File: config.mk
export PLATFORM = sky130hd
export DESIGN_NAME = ram32_bus_bridge_flat
export DESIGN_NICKNAME = d
export VERILOG_FILES = /design/src/rtl/ram32_bridge_pkg.sv /design/src/rtl/ram32_bus_bridge_if.sv /design/src/rtl/ram32_arb_prio.sv /design/src/rtl/ram32_bus_bridge.sv /design/src/flat_wrapper.sv
export SDC_FILE = /design/constraint.sdc
export NUM_CORES = 1
export LEC_CHECK = 0
export CAP_MARGIN = 10
export CORE_MARGIN = 3
export CORE_UTILIZATION = 32
export DETAILED_ROUTE_END_ITERATION = 8
export GPL_TIMING_DRIVEN = 0
export HOLD_SLACK_MARGIN = 0.02
export PLACE_DENSITY = 0.82
export SYNTH_ARGS = -nofsm -noshare
export SYNTH_HDL_FRONTEND = slang
export SYNTH_SLANG_ARGS = --single-unit
File: constraint.sdc
create_clock -name clk -period 2.2 [get_ports clk]
set_input_delay 0.22 -clock clk [delete_from_list [all_inputs] [get_ports clk]]
set_output_delay 0.22 -clock clk [all_outputs]
set_load 0.01 [all_outputs]
File: src/rtl/ram32_bridge_pkg.sv
// rtl/ram32_bridge_pkg.sv - shared types and constants for the RAM32 bus bridge
package ram32_bridge_pkg;

   localparam int RAM_WORDS = 32;
   localparam int BYTE_AW   = 7;

   typedef enum logic [1:0] {IDLE, ISSUE, RESP} state_t;
   typedef enum logic [1:0] {NONE, EXT, DBUS, IBUS} grant_t;

   // Loader writes touch exactly one byte lane of the addressed word.
   function automatic logic [3:0] lane_onehot(input logic [1:0] idx);
      return 4'b0001 << idx;
   endfunction

endpackage

File: src/rtl/ram32_bus_bridge_if.sv
// rtl/ram32_bus_bridge_if.sv - loader, ibus, dbus and RAM32 port signals of the bridge
interface ram32_bus_bridge_if;

   logic        ext_valid;
   logic        ext_we;
   logic [6:0]  ext_addr;
   logic [7:0]  ext_wdata;
   logic        ext_ready;
   logic        ext_rvalid;
   logic [7:0]  ext_rdata;

   logic        ibus_cyc;
   logic [31:0] ibus_adr;
   logic [31:0] ibus_rdt;
   logic        ibus_ack;

   logic        dbus_cyc;
   logic [31:0] dbus_adr;
   logic        dbus_we;
   logic [31:0] dbus_dat;
   logic [3:0]  dbus_sel;
   logic [31:0] dbus_rdt;
   logic        dbus_ack;

   logic        ram_en;
   logic [4:0]  ram_a;
   logic [3:0]  ram_we;
   logic [31:0] ram_di;
   logic [31:0] ram_do;

   modport slave (
      input  ext_valid, ext_we, ext_addr, ext_wdata,
      input  ibus_cyc, ibus_adr,
      input  dbus_cyc, dbus_adr, dbus_we, dbus_dat, dbus_sel,
      input  ram_do,
      output ext_ready, ext_rvalid, ext_rdata,
      output ibus_rdt, ibus_ack,
      output dbus_rdt, dbus_ack,
      output ram_en, ram_a, ram_we, ram_di
   );

   modport master (
      output ext_valid, ext_we, ext_addr, ext_wdata,
      output ibus_cyc, ibus_adr,
      output dbus_cyc, dbus_adr, dbus_we, dbus_dat, dbus_sel,
      output ram_do,
      input  ext_ready, ext_rvalid, ext_rdata,
      input  ibus_rdt, ibus_ack,
      input  dbus_rdt, dbus_ack,
      input  ram_en, ram_a, ram_we, ram_di
   );

endinterface

File: src/rtl/ram32_arb_prio.sv
// rtl/ram32_arb_prio.sv - fixed-priority requester select: ext over dbus over ibus
module ram32_arb_prio
   import ram32_bridge_pkg::*;
(
   input  logic   ext_valid,
   input  logic   dbus_cyc,
   input  logic   ibus_cyc,
   output grant_t grant
);

   always_comb begin
      grant = NONE;
      if (ext_valid)
         grant = EXT;
      else if (dbus_cyc)
         grant = DBUS;
      else if (ibus_cyc)
         grant = IBUS;
   end

endmodule

File: src/rtl/ram32_bus_bridge.sv
// rtl/ram32_bus_bridge.sv - arbitrates loader, ibus and dbus onto the single RAM32 port
module ram32_bus_bridge
   import ram32_bridge_pkg::*;
#(
   parameter int AW      = 5,
   parameter int BYTE_AW = 7
) (
   input logic               clk,
   input logic               rst_n,
   ram32_bus_bridge_if.slave bus
);

   state_t          state_q, state_d;
   grant_t          gnt_q, arb_gnt;
   logic            ext_wr_q;
   logic [AW-1:0]   addr_q;
   logic [3:0]      we_q;
   logic [31:0]     di_q;
   logic [1:0]      byte_q;

   logic            ram_en_c;
   logic [3:0]      ram_we_c;
   logic            ext_ready_c, ext_rvalid_c, dbus_ack_c, ibus_ack_c;
   logic            unused_adr;

   ram32_arb_prio u_arb (
      .ext_valid (bus.ext_valid),
      .dbus_cyc  (bus.dbus_cyc),
      .ibus_cyc  (bus.ibus_cyc),
      .grant     (arb_gnt)
   );

   always_ff @(posedge clk) begin
      if (!rst_n) begin
         state_q  <= IDLE;
         gnt_q    <= NONE;
         ext_wr_q <= 1'b0;
         addr_q   <= '0;
         we_q     <= '0;
         di_q     <= '0;
         byte_q   <= '0;
      end else begin
         state_q <= state_d;
         if (state_q == IDLE) begin
            gnt_q <= arb_gnt;
            case (arb_gnt)
               EXT: begin
                  addr_q   <= bus.ext_addr[BYTE_AW-1:2];
                  we_q     <= bus.ext_we ? lane_onehot(bus.ext_addr[1:0]) : 4'b0000;
                  di_q     <= {4{bus.ext_wdata}};
                  byte_q   <= bus.ext_addr[1:0];
                  ext_wr_q <= bus.ext_we;
               end
               DBUS: begin
                  addr_q   <= bus.dbus_adr[BYTE_AW-1:2];
                  we_q     <= bus.dbus_we ? bus.dbus_sel : 4'b0000;
                  di_q     <= bus.dbus_dat;
                  ext_wr_q <= 1'b0;
               end
               IBUS: begin
                  addr_q   <= bus.ibus_adr[BYTE_AW-1:2];
                  we_q     <= 4'b0000;
                  ext_wr_q <= 1'b0;
               end
               default: ;
            endcase
         end
      end
   end

   always_comb begin
      state_d      = state_q;
      ram_en_c     = 1'b0;
      ram_we_c     = 4'b0000;
      ext_ready_c  = 1'b0;
      ext_rvalid_c = 1'b0;
      dbus_ack_c   = 1'b0;
      ibus_ack_c   = 1'b0;
      case (state_q)
         IDLE: begin
            if (arb_gnt != NONE) begin
               state_d     = ISSUE;
               ext_ready_c = (arb_gnt == EXT);
            end
         end
         ISSUE: begin
            ram_en_c = 1'b1;
            ram_we_c = we_q;
            state_d  = RESP;
         end
         RESP: begin
            state_d = IDLE;
            case (gnt_q)
               EXT:     ext_rvalid_c = !ext_wr_q;
               DBUS:    dbus_ack_c   = 1'b1;
               IBUS:    ibus_ack_c   = 1'b1;
               default: ;
            endcase
         end
         default: state_d = IDLE;
      endcase
   end

   // Gating with rst_n keeps a reset edge from also being a RAM write edge or an ack.
   assign bus.ram_en     = ram_en_c & rst_n;
   assign bus.ram_we     = ram_we_c & {4{rst_n}};
   assign bus.ext_ready  = ext_ready_c & rst_n;
   assign bus.ext_rvalid = ext_rvalid_c & rst_n;
   assign bus.dbus_ack   = dbus_ack_c & rst_n;
   assign bus.ibus_ack   = ibus_ack_c & rst_n;

   assign bus.ram_a     = addr_q;
   assign bus.ram_di    = di_q;
   assign bus.ibus_rdt  = bus.ram_do;
   assign bus.dbus_rdt  = bus.ram_do;
   assign bus.ext_rdata = 8'(bus.ram_do >> {byte_q, 3'b000});

   assign unused_adr = &{1'b0, bus.ibus_adr[31:BYTE_AW], bus.ibus_adr[1:0],
                         bus.dbus_adr[31:BYTE_AW], bus.dbus_adr[1:0]};

endmodule

File: src/flat_wrapper.sv
// flat-port wrapper written by rule: the top's interface ports become plain ports
module ram32_bus_bridge_flat import ram32_bridge_pkg::*;
#(
   parameter int AW      = 5,
   parameter int BYTE_AW = 7
)
  (clk, rst_n, bus_ext_valid, bus_ext_we, bus_ext_addr, bus_ext_wdata, bus_ibus_cyc, bus_ibus_adr, bus_dbus_cyc, bus_dbus_adr, bus_dbus_we, bus_dbus_dat, bus_dbus_sel, bus_ram_do, bus_ext_ready, bus_ext_rvalid, bus_ext_rdata, bus_ibus_rdt, bus_ibus_ack, bus_dbus_rdt, bus_dbus_ack, bus_ram_en, bus_ram_a, bus_ram_we, bus_ram_di);
  ram32_bus_bridge_if bus_i ();
  input logic clk;
  input logic rst_n;
  input wire logic [$bits(bus_i.ext_valid)-1:0] bus_ext_valid;
  input wire logic [$bits(bus_i.ext_we)-1:0] bus_ext_we;
  input wire logic [$bits(bus_i.ext_addr)-1:0] bus_ext_addr;
  input wire logic [$bits(bus_i.ext_wdata)-1:0] bus_ext_wdata;
  input wire logic [$bits(bus_i.ibus_cyc)-1:0] bus_ibus_cyc;
  input wire logic [$bits(bus_i.ibus_adr)-1:0] bus_ibus_adr;
  input wire logic [$bits(bus_i.dbus_cyc)-1:0] bus_dbus_cyc;
  input wire logic [$bits(bus_i.dbus_adr)-1:0] bus_dbus_adr;
  input wire logic [$bits(bus_i.dbus_we)-1:0] bus_dbus_we;
  input wire logic [$bits(bus_i.dbus_dat)-1:0] bus_dbus_dat;
  input wire logic [$bits(bus_i.dbus_sel)-1:0] bus_dbus_sel;
  input wire logic [$bits(bus_i.ram_do)-1:0] bus_ram_do;
  output wire logic [$bits(bus_i.ext_ready)-1:0] bus_ext_ready;
  output wire logic [$bits(bus_i.ext_rvalid)-1:0] bus_ext_rvalid;
  output wire logic [$bits(bus_i.ext_rdata)-1:0] bus_ext_rdata;
  output wire logic [$bits(bus_i.ibus_rdt)-1:0] bus_ibus_rdt;
  output wire logic [$bits(bus_i.ibus_ack)-1:0] bus_ibus_ack;
  output wire logic [$bits(bus_i.dbus_rdt)-1:0] bus_dbus_rdt;
  output wire logic [$bits(bus_i.dbus_ack)-1:0] bus_dbus_ack;
  output wire logic [$bits(bus_i.ram_en)-1:0] bus_ram_en;
  output wire logic [$bits(bus_i.ram_a)-1:0] bus_ram_a;
  output wire logic [$bits(bus_i.ram_we)-1:0] bus_ram_we;
  output wire logic [$bits(bus_i.ram_di)-1:0] bus_ram_di;
  assign bus_i.ext_valid = bus_ext_valid;
  assign bus_i.ext_we = bus_ext_we;
  assign bus_i.ext_addr = bus_ext_addr;
  assign bus_i.ext_wdata = bus_ext_wdata;
  assign bus_i.ibus_cyc = bus_ibus_cyc;
  assign bus_i.ibus_adr = bus_ibus_adr;
  assign bus_i.dbus_cyc = bus_dbus_cyc;
  assign bus_i.dbus_adr = bus_dbus_adr;
  assign bus_i.dbus_we = bus_dbus_we;
  assign bus_i.dbus_dat = bus_dbus_dat;
  assign bus_i.dbus_sel = bus_dbus_sel;
  assign bus_i.ram_do = bus_ram_do;
  assign bus_ext_ready = bus_i.ext_ready;
  assign bus_ext_rvalid = bus_i.ext_rvalid;
  assign bus_ext_rdata = bus_i.ext_rdata;
  assign bus_ibus_rdt = bus_i.ibus_rdt;
  assign bus_ibus_ack = bus_i.ibus_ack;
  assign bus_dbus_rdt = bus_i.dbus_rdt;
  assign bus_dbus_ack = bus_i.dbus_ack;
  assign bus_ram_en = bus_i.ram_en;
  assign bus_ram_a = bus_i.ram_a;
  assign bus_ram_we = bus_i.ram_we;
  assign bus_ram_di = bus_i.ram_di;
  ram32_bus_bridge #(.AW(AW), .BYTE_AW(BYTE_AW)) u_core (.clk(clk), .rst_n(rst_n), .bus(bus_i));
endmodule
Yosys cells after proc, flatten, opt, wreduce, memory -nomap -nowiden --
Cells that the tools add are included.
Storage, ports and cells: flip-flop bits (word level) 48, bits of input ports 154, word-level logic and storage cells 56
Operators by class: equal/unequal tests 9, shifts and indexed selects 2, multiplexer cells 21, bitwise operators 6, reductions and logical operators 11
Operator list (count):
- 32-bit case mux with 2 select lines | 1
- 32-bit by 5-bit right shift with 8-bit output | 1
- 5-bit case mux with 3 select lines | 1
- 4-bit two-way mux | 3
- 4-bit case mux with 3 select lines | 1
- 2-bit == test (second input constant) | 5
- 1-bit two-way mux | 9
- 2-bit two-way mux | 4
- 2-bit AND reduction | 4
- 2-bit by 1-bit == test with 1-bit output (second input constant) | 3
- 2-bit nonzero test | 3
- 1-bit bitwise AND | 5
- 4-bit bitwise AND | 1
- 2-bit case mux with 2 select lines | 1
- 1-bit by 2-bit left shift with 4-bit output (first input constant) | 1
- 3-bit nonzero test | 1
- 2-bit zero test | 1
- 2-bit != test (second input constant) | 1
- 1-bit case mux with 2 select lines | 1
- 2-bit OR reduction | 1
- 1-bit zero test | 1

Longest topological paths before layout --
Gate-level depths: netlist (run 1).
depth after elaboration 7, mapped depth 8

Cells and area by module --
From an unflattened synthesis (run 1), not the netlist that was laid out.
Unflattened totals: cells, all modules 326, area, all modules 3037.9 um^2
By module, submodules not included:
- ram32_bus_bridge | instances 1, cells each 322, area each 3019.1 um^2
- ram32_arb_prio | instances 1, cells each 4, area each 18.8 um^2

Worst setup path after synthesis (run 1) --
OpenSTA, ideal clock, no wires.
path type input to register, start point input bus_dbus_cyc, end point register u_core.di_q[12] (netlist: u_core.bus.ram_di[12]), library setup time 0.146 ns, data arrival time 1.629 ns, data required time 2.054 ns, setup slack 0.424 ns, stages 7, cells stage by stage inv_1 a21oi_1 inv_1 ha_1 nor3_4 buf_4 a211oi_2
On the way: longest elaborated chain between the ends 5
Ends and longest elaborated chain:
- from (decl) | RTL line flat_wrapper.sv:17 | input wire logic [$bits(bus_i.dbus_cyc)-1:0] bus_dbus_cyc;
- 2-bit two-way mux (*) | RTL line ram32_arb_prio.sv:15 | else if (dbus_cyc)
- 2-bit two-way mux (*) | RTL line ram32_arb_prio.sv:13 | if (ext_valid)
- net u_core.arb_gnt[0] | RTL line ram32_bus_bridge.sv:14 | grant_t gnt_q, arb_gnt;
- 2-bit == test or 2-bit by 1-bit == test with 1-bit output (tied branches) | RTL line ram32_bus_bridge.sv:46 | case (arb_gnt)
- 2-bit nonzero test (no source line)
- 2-bit AND reduction (no source line)
- to (signal assigned) | RTL line ram32_bus_bridge.sv:50 | di_q <= {4{bus.ext_wdata}};
- to (signal assigned) | RTL line ram32_bus_bridge.sv:57 | di_q <= bus.dbus_dat;
- to (decl) | RTL line ram32_bus_bridge.sv:18 | logic [31:0] di_q;
The timed path passes the listed nets; every way through them passes the cells marked *. A chain may end at the register's enable or synchronous reset.

Worst setup path after layout (run 1) --
start point register u_core.byte_q[0], end point output bus_ext_rdata[3]
On the way: longest elaborated chain between the ends 1
Ends and longest elaborated chain:
- from (decl) | RTL line ram32_bus_bridge.sv:19 | logic [1:0] byte_q;
- from (signal assigned) | RTL line ram32_bus_bridge.sv:51 | byte_q <= bus.ext_addr[1:0];
- 32-bit by 5-bit right shift with 8-bit output | RTL line ram32_bus_bridge.sv:116 | assign bus.ext_rdata = 8'(bus.ram_do >> {byte_q, 3'b000});
- to (decl) | RTL line flat_wrapper.sv:25 | output wire logic [$bits(bus_i.ext_rdata)-1:0] bus_ext_rdata;
Every way passes these cells.

==> metrics.md, run 1 <==
| Metric | Value |
|---|---|
| Leakage | 2.16 nW |
| CP peak stage delay | 0.53 ns |
| Cts bufs inserted | 5 |
| CP max-delay cell | clkdlybuf4s50_1 |
| CTS Buffer Depth | 2 |
| IO Pins | 272 |
| Initial Utilization | 0.333 |
| Total Routing Usage GR | 0.198 |
| Final setup vio count | 0 |
| Clock Latency Late Sink | 0.30 ns |
| Synthesized netlist cell count | 319 |
| Pre-CTS setup slack | -0.463 ns |
| Fin crit period | 2.08 ns |
| Worst reg2reg path startpoint | u_core.state_q[1]$_SDFFE_PN0P_ |
| Global placement routability congestion | 0.822 |
| Cell Area, Synth | 3110 µm² |
| WP buf/inv | 2 |
| Final number of max-transition violations | 0 |
| First-pass GRT wire length | 17.4 mm |
| Setup crit end | bus_ext_rdata[3] |
| Number of port buffers | 217 |
| Post-DP HPWL | 9.23 mm |
| Register area | 961 µm² |
| Initial antenna violation count | 1 |
| Status | finished, final reports clean |
| Via count | 3141 |
| Crit. End Element | output port |
| Synth cell types | 30 |
| # clock sinks | 48 |
| CTS root buf | clkbuf_8 |
| Worst rel slew slack | 0.518 |
| Post-synthesis sequential area ratio | 0.309 |
| Synth Register Bits | 48 |
| Hold_sp | u_core.bus.ram_a[1]$_SDFFE_PN0P_ |
| Worst reg2reg path endpoint | u_core.bus.ram_di[13]$_SDFFE_PN0P_ |
| Tot Pwr | 2.85 mW |
| TritonRoute pass-1 iters | 4 |
| Initial DRC Count | 88 |
| Multi-input logic area | 1530 µm² |
| Synth top area cells | dfxtp_1 31%, buf_4 17%, a211oi_2 11% |
| Max FO, Critical Path | 9 |
| Die Y | 105 µm |
| Final nets | 704 |
| Syn-to-layout area delta | 79.7% |
| Yosys warnings | 0 |
| Final WL | 11.2 mm |
| Worst Reg-to-Reg Cells | 5 |
| Skew final | 0.0117 ns |
| Final Util | 0.598 |
| Area leader, netlist | dfxtp_1 |
| Total stage count of the critical path | 3 |
| Syn_nets | 479 |
| Period utilization | 0.944 |
| Clock-pin slew on the worst setup and hold paths | 0.09 ns |
| Largest net degree at the start of global routing | 16 |
| Vias in the first global route | 3194 |
| RSZ-0062 raised after global routing | false |
| CTS tree | yes |
| Worst reg2reg setup slack | 0.69 ns |
| Post-synth top area share | 0.309 |
| CP startpoint | u_core.byte_q[0]$_SDFFE_PN0P_ |
| Worst EP arrival | 1.86 ns |
| Kind of cell adding the most delay to the critical path | buffers and inverters |
| Max cap viols | 0 |
| Worst setup path category | flip-flop to output port |
| Crit path cell chain | buf_4 > mux4_2 > clkdlybuf4s50_1 |
| Core area | 9330 µm² |
| Layout cells sized above 1 | 0.246 |
| Die X | 105 µm |
| Row count | 35 |
| Placed Area | 5440 µm² |
| Cell area power density | 510 nW/µm² |
| WL/cell | 16.7 µm |
| H-tree Lvls | 2 |
| Syn avg cell area | 9.74 µm² |
| Hold Vio Cnt, Final | 0 |
| Fill cells | 820 |
| DRC violations left | 0 |
| Fin worst setup slack | 0.123 ns |
| DRT antenna net count | 0 |
| Die area | 10900 µm² |
| Hold Path Depth | 2 |
| Total grt overflow | 0 |
| Hold WC Path Type | flip-flop to flip-flop |
| Worst vdd ir | 0.000468 V |
| Max Clock Freq | 481 MHz |
| CP Data Required Time | 1.98 ns |
| Setup crit start kind | flip-flop |
| Finished Cell Area | 5580 µm² |
| Worst-Margin Slew | 0.723 ns |
| Via/cell ratio | 4.65 |
## Yosys cell counts
cell type / number
a31oi_1: 4
nand3_1: 2
o21ai_0: 5
nor3b_1: 1
clkbuf_1: 4
ha_1: 6
nor2_1: 45
nor3_4: 2
nor3_1: 1
o21bai_1: 1
nor4_1: 1
and3b_1: 1
inv_1: 4
o32ai_1: 5
buf_4: 69
a211oi_1: 5
and2_1: 4
and3_1: 2
nand4b_1: 2
dfxtp_1: 48
a21oi_1: 3
nand4_1: 5
mux2i_1: 34
nand2_1: 10
buf_2: 10
a211oi_2: 28
nand2b_1: 1
a221oi_1: 5
mux4_2: 8
buf_6: 3
## stage by stage
step                      cells  hold slack (ns)  TNS (ns)
after floorplan             319            0.365         0
after global placement      665            0.461    -12.49
after detailed placement    665            0.472    -14.05
after CTS                   673            0.485         0
after global routing        675            0.512         0
final                       675            0.481         0
## cell type report
type                    count  share of cell area
clock inverters             2             0.00247
diodes                      1            0.000448
flip-flops and latches     48               0.172
plain buffers              85               0.112
multi-input cells         181               0.274
inverters                   4             0.00269
clock buffers               6              0.0148
well taps                 129              0.0289
repair buffers            219               0.392
## routing by layer
metal  global-route usage  share of wire
met2                0.374           0.53
met1                0.219           0.37
met4               0.0351         0.0056
met5                    0              0
met3               0.0621          0.093
## where the power goes
group	total [mW]	internal [mW]	leakage [nW]	switching, mW
Clock	0.572	0.258	0.0516	0.314
Sequential	1.04	0.977	0.397	0.0611
Combinational	1.24	0.718	1.71	0.518
Total	2.85	1.95	2.16	0.894
## timing repair
| item | CTS | global route |
|---|---|---|
| hold buffers | 0 | 0 |
| cloned | 0 | 0 |
| gates resized for setup | 4 | 8 |
| buffers inserted | 1 | 1 |
| pin swaps | 0 | 1 |
| endpoints found under the setup margin | 33 | 15 |
## logic make-up after synthesis
kind of cell,Yosys count,share of synthesized area
DFF,48,0.309
AOI/OAI and AO/OA,56,0.176
muxes,42,0.168
and+or+nand+nor,77,0.119
adders and majority gates,6,0.0242
buffers and inverters,90,0.203
## worst min-delay path by stage
stage | slack, ns | endpoint
after floorplan | 0.36 | u_core.state_q[1]$_SDFFE_PN0P_
after global placement | 0.46 | u_core.ext_wr_q$_SDFFE_PN0P_
after detailed placement | 0.47 | u_core.bus.ram_a[1]$_SDFFE_PN0P_
after CTS | 0.48 | u_core.bus.ram_a[1]$_SDFFE_PN0P_
after global routing | 0.51 | u_core.bus.ram_a[1]$_SDFFE_PN0P_
final | 0.48 | u_core.bus.ram_a[1]$_SDFFE_PN0P_
## sequential cells by signal, indices dropped and copies added, names as in the netlist
name,cells
u_core.bus.ram_a,5
u_core.byte_q,2
u_core.ext_wr_q,1
u_core.we_q,4
u_core.bus.ram_di,32
u_core.gnt_q,2
u_core.state_q,2
## worst min-delay path: cells and delay by family, from the launching register on
family	cells	cell delay (ns)
compound gates	1	0.06
flops	1	0.32
simple gates	1	0.05
## placed cells by master, fill, tap and decap left out
master / instances
a211oi_1: 5
a211oi_2: 28
a21oi_1: 2
a21oi_4: 1
a221oi_1: 5
a31oi_1: 4
and2_1: 4
and3_1: 2
and3b_1: 1
buf_2: 6
buf_4: 74
buf_6: 3
clkbuf_1: 2
clkbuf_2: 1
clkbuf_4: 1
clkbuf_8: 6
clkdlybuf4s50_1: 216
clkinv_2: 1
dfxtp_1: 48
diode_2: 1
dlymetal6s2s_1: 1
ha_1: 6
inv_1: 4
inv_6: 1
mux2i_1: 34
mux4_2: 8
nand2_1: 10
nand2b_1: 1
nand3_1: 2
nand4_1: 5
nand4b_1: 2
nor2_1: 44
nor2_2: 1
nor3_1: 1
nor3_4: 2
nor3b_1: 1
nor4_1: 1
o21ai_0: 5
o21bai_2: 1
o32ai_1: 5
(Power assumes the default switching activity.)
==> inputs of run 2 (changes only) <==
Settings changed: SKIP_LAST_GASP from default to 1, SLEW_MARGIN from default to 20.
==> run 2 against run 1 <==
Effect of this change: total power about the same; combinational power about the same; fmax decreased by 0.50%; clock skew about the same; clock-buffer cell count is the same; critical path type is now primary input to flip-flop.
==> metrics.md, run 2 (synthesized netlist as in run 1, its figures left out) <==
| Metric | Value |
|---|---|
| Status | finished, final reports clean |
| CTS tree | yes |
| Worst vdd ir | 0.000470 V (+0.24%) |
| Tot Pwr | 2.85 mW (about the same) |
| Skew final | 0.0117 ns (-0.0000128 ns) |
| Hold buffer count at cts | 0 (unchanged) |
| Fin crit period | 2.09 ns (+0.0105 ns) |
| Die X | 105 µm (unchanged) |
| Global placement routability congestion | 0.822 (unchanged) |
| TritonRoute pass-1 iters | 4 (unchanged) |
| First-pass GRT wire length | 17.4 mm (unchanged) |
| H-tree Lvls | 2 (unchanged) |
| Initial antenna violation count | 1 (unchanged) |
| Hold WC Path Type | flip-flop to flip-flop |
| Worst EP arrival | 2.26 ns (+0.40 ns) |
| Initial Utilization | 0.333 (unchanged) |
| Via count | 3144 (+0.096%) |
| WL/cell | 16.7 µm (about the same) |
| DRT antenna net count | 0 (unchanged) |
| Commonest non-fill, non-tap cell in the layout | clkdlybuf4s50_1 |
| Setup crit start kind | primary input |
| Max Clock Freq | 479 MHz (-0.50%) |
| Layout cells sized above 1 | 0.246 (unchanged) |
| CTS root buf | clkbuf_8 |
| Core area | 9330 µm² (unchanged) |
| Initial DRC Count | 88 (unchanged) |
| Clock Latency Late Sink | 0.31 ns (about the same) |
| Largest net degree at the start of global routing | 16 (unchanged) |
| Row count | 35 (unchanged) |
| Worst-Margin Slew | 0.724 ns (+0.000142 ns) |
| CP peak stage delay | 0.46 ns (-0.07 ns) |
| Hold Vio Cnt, Final | 0 (unchanged) |
| RSZ-0062 raised after global routing | true |
| Die Y | 105 µm (unchanged) |
| Multi-input logic area | 1530 µm² (unchanged) |
| Leakage | 2.16 nW (about the same) |
| Crit. End Element | flip-flop |
| Die area | 10900 µm² (unchanged) |
| Cts bufs inserted | 5 (unchanged) |
| Final number of max-transition violations | 0 (unchanged) |
| IO Pins | 272 (unchanged) |
| CP Data Required Time | 2.37 ns (+0.39 ns) |
| Period utilization | 0.949 (+0.00477) |
| Post-DP HPWL | 9.23 mm (unchanged) |
| Max FO, Critical Path | 12 (+3) |
| Total grt overflow | 0 (unchanged) |
| Final WL | 11.3 mm (about the same) |
| CP max-delay cell | clkdlybuf4s50_1 |
| WHS | 0.482 ns (+0.00125 ns) |
| Register area | 961 µm² (unchanged) |
| Clock-pin slew on the worst setup and hold paths | 0.10 ns (about the same) |
| Final Util | 0.598 (unchanged) |
| Max reg flops | 32 (unchanged) |
| DRC violations left | 0 (unchanged) |
| Fill cells | 820 (unchanged) |
| CTS Buffer Depth | 2 (unchanged) |
| # clock sinks | 48 (unchanged) |
| Number of port buffers | 217 (unchanged) |
| Final setup vio count | 0 (unchanged) |
| Worst reg2reg setup slack | 0.69 ns (about the same) |
| Worst rel slew slack | 0.518 (about the same) |
| Most frequent cells in the layout | 216 x clkdlybuf4s50_1, 73 x buf_4, 48 x dfxtp_1 |
| Vias in the first global route | 3194 (unchanged) |
| Max cap viols | 0 (unchanged) |
| Via/cell ratio | 4.66 (about the same) |
| Crit path cell chain | clkdlybuf4s50_1 > o21bai_2 > inv_1 > clkbuf_4 > ha_1 > buf_4 > clkbuf_4 > mux2i_1 > a211oi_2 |
| Cell area power density | 510 nW/µm² (about the same) |
| Final nets | 704 (unchanged) |
| Worst setup path category | primary input to flip-flop |
| Total Routing Usage GR | 0.198 (unchanged) |
| Syn-to-layout area delta | 79.7% (unchanged) |
| Most used cell, CP | clkbuf_4 |
## run 2: cell count changes in the layout (fill, tap and decap cells not counted), sizes merged
cell / change
buf: -1
clkbuf: +1
## run 2: critical path: cells and delay by family
kind / cells / cell delay, ns
mux: 1 / 0.27
fa+ha+maj: 1 / 0.18
buf+inv: 5 / 1.24
compound gates: 2 / 0.33
## run 2: final cells by class
cell class,instances,area share
diodes,1,0.000448
plain buffers,85,0.112
clock buffers,6,0.0148
clock inverters,2,0.00247
inverters,4,0.00269
multi-input cells,181,0.274
flip-flops and latches,48,0.172
well taps,129,0.0289
repair buffers,219,0.392
## run 2: final timing paths
| path | start | to | depth (start not counted) |
|---|---|---|---|
| worst max-delay path | bus_ext_valid | u_core.bus.ram_di[18]$_SDFFE_PN0P_ | 9 |
| worst min-delay path | u_core.bus.ram_a[1]$_SDFFE_PN0P_ | u_core.bus.ram_a[1]$_SDFFE_PN0P_ | 2 |
| worst max register to register | u_core.state_q[1]$_SDFFE_PN0P_ | u_core.bus.ram_di[13]$_SDFFE_PN0P_ | 5 |
| worst min register to register | u_core.bus.ram_a[1]$_SDFFE_PN0P_ | u_core.bus.ram_a[1]$_SDFFE_PN0P_ | 2 |
## run 2: what timing repair did
action	CTS	global route
buffers inserted	1	1
setup endpoints to repair	33	15
pin swaps	0	1
resized for setup	4	7
## run 2: through the flow
step / TNS (ns) / cell area, µm² / setup WS [ns] / cells
5_1_grt: -0.0192 / 5580 / -0.0192 / 675
6_report: 0 / 5580 / 0.112 / 675
4_1_cts: 0 / 5560 / 0.00377 / 673
3_3_place_gp: -12.49 / 5440 / -0.405 / 665
3_5_place_dp: -14.05 / 5440 / -0.463 / 665
2_1_floorplan: 0 / 3110 / 0.424 / 319
## run 2: power by group
part	switching, mW	leakage (nW)	internal [mW]
clock	0.316	0.0516	0.258
sequential	0.0610	0.397	0.977
combinational	0.518	1.71	0.718
total	0.895	2.16	1.95
## run 2: per-layer routing
metal / global-route usage / wire (µm)
met1: 0.219 / 4160
met4: 0.0351 / 62
met5: 0 / 0
met2: 0.374 / 6010
met3: 0.0621 / 1020
